<file path="config.mk">
export PLATFORM = sky130hd
export DESIGN_NAME = sbox_substitution_engine
export DESIGN_NICKNAME = d
export VERILOG_FILES = /design/src/rtl/sbox_substitution_engine.sv
export SDC_FILE = /design/constraint.sdc
export NUM_CORES = 2
export LEC_CHECK = 0
export CAP_MARGIN = 20
export CORE_UTILIZATION = 50
export CTS_BUF_LIST = sky130_fd_sc_hd__clkbuf_2
export CTS_CLUSTER_DIAMETER = 100
export CTS_CLUSTER_SIZE = 20
export DETAILED_ROUTE_END_ITERATION = 10
export PLACE_DENSITY_LB_ADDON = 0.25
export RECOVER_POWER = 25
export SLEW_MARGIN = 0
export SYNTH_ARGS = -nofsm -noshare
export SYNTH_HDL_FRONTEND = slang
export SYNTH_SLANG_ARGS = --single-unit
</file>
<file path="constraint.sdc">
create_clock -name clk -period 15.24 [get_ports clk]
set_clock_uncertainty 0.05 [all_clocks]
set_input_delay 3.048 -clock clk [delete_from_list [all_inputs] [get_ports clk]]
set_output_delay 3.048 -clock clk [all_outputs]
set_load 0.01 [all_outputs]
</file>
<file path="src/rtl/sbox_substitution_engine.sv">
// -----------------------------------------------------------------------------
// sbox_substitution_engine
//
// Accepts a 256-entry byte S-box over a serial write port (index order 0..255),
// checks on the fly that every value is unique (bijection), and builds the
// inverse table in parallel with the forward one. Once loaded, it substitutes
// a byte stream through either table with valid/ready handshakes on both sides
// at up to one byte per cycle.
//
// enable_bar=1 freezes the whole block: no table writes, no handshakes, and
// all state and outputs hold their values.
// -----------------------------------------------------------------------------
module sbox_substitution_engine #(
    parameter int COUNT_WIDTH = 32
) (
    input  logic                   clk,
    input  logic                   reset,
    input  logic                   enable_bar,
    input  logic                   load_start,
    input  logic                   sbox_wr_valid,
    input  logic [7:0]             sbox_wr_data,
    output logic                   load_done,
    output logic                   sbox_error,
    input  logic                   in_valid,
    input  logic [7:0]             in_data,
    input  logic                   in_mode_inverse,
    output logic                   in_ready,
    output logic                   out_valid,
    output logic [7:0]             out_data,
    input  logic                   out_ready,
    output logic [COUNT_WIDTH-1:0] bytes_processed
);

    typedef enum logic [2:0] {
        S_IDLE,
        S_LOAD,
        S_VALIDATE,
        S_READY,
        S_ERROR
    } state_t;

    state_t       state;
    logic [8:0]   wr_index;   // reaches 256 once the last entry is accepted
    logic [255:0] seen;       // one bit per byte value already written

    logic [7:0]   fwd_mem [256];
    logic [7:0]   inv_mem [256];

    logic         active;
    logic         wr_fire;
    logic         wr_dup;
    logic         in_fire;
    logic         out_fire;
    logic [7:0]   sub_byte;

    assign active   = !enable_bar;

    // The output register can take a new byte when it is empty or is being
    // drained in this same cycle, which gives 1 byte/cycle throughput.
    assign in_ready = active && (state == S_READY) && (!out_valid || out_ready);
    assign in_fire  = in_valid && in_ready;
    assign out_fire = active && (state == S_READY) && out_valid && out_ready;

    // load_start wins over a same-cycle write, so the write is dropped.
    assign wr_fire  = active && !load_start && (state == S_LOAD) && sbox_wr_valid;
    assign wr_dup   = seen[sbox_wr_data];

    assign sub_byte = in_mode_inverse ? inv_mem[in_data] : fwd_mem[in_data];

    // Table write port: forward entry at the running index, inverse entry at the value.
    // NOTE: the table arrays are deliberately left without reset; a reset on a
    // RAM forces it into flops, and the contents are never used before a full
    // load has rewritten every entry anyway.
    always_ff @(posedge clk) begin
        if (wr_fire && !wr_dup) begin
            fwd_mem[wr_index[7:0]] <= sbox_wr_data;
            inv_mem[sbox_wr_data]  <= wr_index[7:0];
        end
    end

    // Control FSM with registered status, stream output and byte counter.
    // NOTE: every register here uses non-blocking assignment so all of them
    // update together on the edge, independent of statement order.
    always_ff @(posedge clk or negedge reset) begin
        if (!reset) begin
            state           <= S_IDLE;
            wr_index        <= '0;
            seen            <= '0;
            load_done       <= 1'b0;
            sbox_error      <= 1'b0;
            out_valid       <= 1'b0;
            out_data        <= 8'h00;
            bytes_processed <= '0;
        end else if (active) begin
            if (load_start) begin
                state           <= S_LOAD;
                wr_index        <= '0;
                seen            <= '0;
                load_done       <= 1'b0;
                sbox_error      <= 1'b0;
                out_valid       <= 1'b0;   // pending output byte is discarded
                bytes_processed <= '0;
            end else begin
                unique case (state)
                    S_LOAD: begin
                        if (sbox_wr_valid) begin
                            if (wr_dup) begin
                                state      <= S_ERROR;
                                sbox_error <= 1'b1;
                            end else begin
                                seen[sbox_wr_data] <= 1'b1;
                                wr_index           <= wr_index + 9'd1;
                                if (wr_index == 9'd255) begin
                                    state <= S_VALIDATE;
                                end
                            end
                        end
                    end
                    S_VALIDATE: begin
                        state     <= S_READY;
                        load_done <= 1'b1;
                    end
                    S_READY: begin
                        if (in_fire) begin
                            out_valid <= 1'b1;
                            out_data  <= sub_byte;
                        end else if (out_fire) begin
                            out_valid <= 1'b0;
                        end
                        if (out_fire) begin
                            bytes_processed <= bytes_processed + COUNT_WIDTH'(1);
                        end
                    end
                    default: begin
                        // S_IDLE and S_ERROR wait for load_start; writes ignored.
                    end
                endcase
            end
        end
    end

endmodule

</file>
==> metrics <==
most frequent cells in the layout 4096 x edfxtp_1, 734 x mux4_2, 707 x mux2i_1; Setup crit end fwd_mem[145][1]; DRC 0; net count after synthesis 9484; cell count of the worst reg-to-reg path 2; num rows 216; Num CTS Buffers 243; num ports 68; Initial Utilization 50.4%; Worst Setup SP sbox_wr_data[0]; Hold Buf Count CTS 0; WL per Instance 35.9 um; CP Cell Sequence clkbuf_1 -> clkbuf_1 -> buf_4 -> nand2b_2 -> buf_4 -> o22ai_1 -> nor4_1 -> nor4_1 -> or3_1 -> a32o_2 -> nand2_8 -> buf_12 -> nor3_1 -> buf_4; initial antenna violation count 44; post-synthesis async set-or-reset flop share 7.06%; vias in the first global route 93700; Critical R2R Launch wr_index[3]; worst vdd ir 92.8 uV; EDFF count, synth 4096; GP Congestion 0.906; dominant synthesized flop cell edfxtp_1; Tmin final 11490 ps; via/cell ratio 6.82; CP Class input pin to flip-flop; CP required 17090 ps; DP Area 0.182 mm^2; slowest stage cell, crit path clkbuf_1; register area share after synthesis 74.7%; HPWL Detailed 313000 um; CTS H-tree depth 4; Slew HR -571%; largest net degree at the start of global routing 171; clock root buffer clkbuf_2; RSZ-0062 raised after global routing no; first-pass GRT wire length 716000 um; synth-to-layout area growth 4.70%; die area 0.353 mm^2; later-pin clock latency in the skew report 2230 ps; die height 594 um; ANT nets after route 0; multi-input logic area 0.0414 mm^2; share of cells above drive strength 1 16.6%; Synth cell types 82; Reg clk slew, reported paths 380 ps; input/output buffers 67; startpoint type of the worst setup path input pin; core outline area 0.347 mm^2; Fill cells 26900; grt ovf 0; r2r setup slk 4930 ps; synth warn 0; final setup violating endpoints 0; most frequent CP cell buf_4; Final Max Slew Viols 2598; status finished with violations; routed wire length 508000 um; commonest non-fill, non-tap cell in the layout edfxtp_1; max-cap violations 42; CTS tree yes; Pre-antenna DRT Iters 6; Reg area 0.131 mm^2; reg2reg end inv_mem[146][3]; critical path arrival 13340 ps; LEAKAGE 54.3 nW; All-Layer GR Usage 28.4%; synthesized area per cell 18.5 um^2; Vias 96400; Cell Area, Synth 0.175 mm^2; Max Fclk 87.0 MHz; failing checks capacitance limit, slew limit; CTS sink count 4407; Syn Inst Count 9454; Final Hold Fails 0; Clock Tree Buf Depth 4; pin slew with the least headroom to its limit 10060 ps; Critical Path Fanout Max 144; Post-CTS Setup Bufs 0; Hold Path Class flip-flop to flip-flop; Yosys reg bits 4407; hold_ws 476 ps; nets 9473; pwr dens 102 mW/mm^2; crit end category flip-flop; max incr delay on CP 3120 ps; setup TNS 0 ps; Initial DRC Count 15200; final worst-path cycle share 75.4%; Die X 594 um; PostCTS Resize Cnt 0; design area 0.183 mm^2
[synth_stat cells, types with 10 or more instances]
master	count	area share, %
clkbuf_1	387	0.83
nand3_1	68	0.19
buf_1	45	0.096
a31oi_1	77	0.28
or3_1	14	0.050
a211oi_1	106	0.45
mux2i_1	707	4.0
inv_1	14	0.030
o221ai_1	197	0.99
o22ai_1	210	0.75
nand2b_1	16	0.057
o21ai_0	179	0.51
o211ai_1	10	0.043
xor2_1	13	0.065
a32o_1	156	0.89
dfrtp_1	311	4.4
and3_1	10	0.036
mux4_2	734	9.4
mux2_2	26	0.17
a2111oi_0	32	0.16
nor4_1	214	0.76
nand4_1	57	0.20
nand2_1	287	0.62
buf_2	118	0.34
buf_6	32	0.21
a22o_1	32	0.16
and2_1	10	0.036
a21oi_1	130	0.37
edfxtp_1	4096	70
nor2b_1	24	0.086
buf_4	123	0.53
nor2_1	516	1.1
nor3_1	322	0.92
o31ai_1	28	0.12
[cells by family after synthesis]
logic type	synth area share (%)
xor gates and xnor gates	0.100
and+or+nand+nor	4.33
DFF	74.7
buffers and inverters	2.05
muxes	13.7
adders and majority gates	0.0429
AOI/OAI and AO/OA	5.14
[critical path: cells and delay by family]
kind,cells,cell delay [ps]
buffers and inverters,6,6630
AND/OR/NAND/NOR,6,2410
AO/OA/AOI/OAI,2,670
[layer usage]
metal / share of wire, % / GRT usage, % / wire length [um] / vias up
met1: 38 / 40.4 / 194000 / 50200
met4: 4.3 / 11.0 / 22000 / 16
li1: - / - / - / 38700
met5: 0.020 / 0 / 101 / -
met3: 11 / 5.48 / 56500 / 929
met2: 46 / 43.6 / 235000 / 6483
[worst min path at each step]
| stage | from | end | slack [ps] | depth (start not counted) |
|---|---|---|---|---|
| finish | seen[134] | seen[134] | 480 | 2 |
| global route | seen[39] | seen[39] | 500 | 1 |
| CTS | seen[134] | seen[134] | 480 | 2 |
| detailed placement | seen[134] | seen[134] | 420 | 2 |
| global placement | seen[134] | seen[134] | 410 | 2 |
| floorplan | seen[104] | seen[104] | 390 | 2 |
[state kept, by name (all words and copies together) (netlist names)]
name,cells
fwd_mem,2048
out_valid,1
out_data,8
load_done,1
sbox_error,1
bytes_processed,32
inv_mem,2048
state,3
seen,256
wr_index,9
[stage by stage]
stage | util, % | instances | total power, mW | setup WS [ps]
6_report | 52.8 | 14100 | 18.8 | 3750
5_1_grt | 52.8 | 14100 | 19.2 | 3790
4_1_cts | 52.8 | 14100 | 18.8 | 6910
3_5_place_dp | 52.3 | 13700 | 14.9 | 5390
3_3_place_gp | 52.3 | 13700 | 14.9 | 5450
2_1_floorplan | - | 9454 | 14.3 | 8390
[cell type report]
cell class	count	area share (%)
Tap cell	4578	3.12
Multi-Input combinational cell	4324	22.6
Clock buffer	320	0.874
Timing Repair Buffer	451	1.95
Sequential cell	4407	71.3
Antenna cell	30	0.0409
Clock inverter	10	0.0648
Inverter	16	0.0382
[where the power goes]
group / internal, mW / switching, mW / leakage [nW]
logic: 0.320 / 1.04 / 14.7
clock network: 0.579 / 3.45 / 1.39
registers: 13.3 / 0.0411 / 38.2
total: 14.2 / 4.53 / 54.3
No activity file was read; power rests on OpenSTA's default activity.
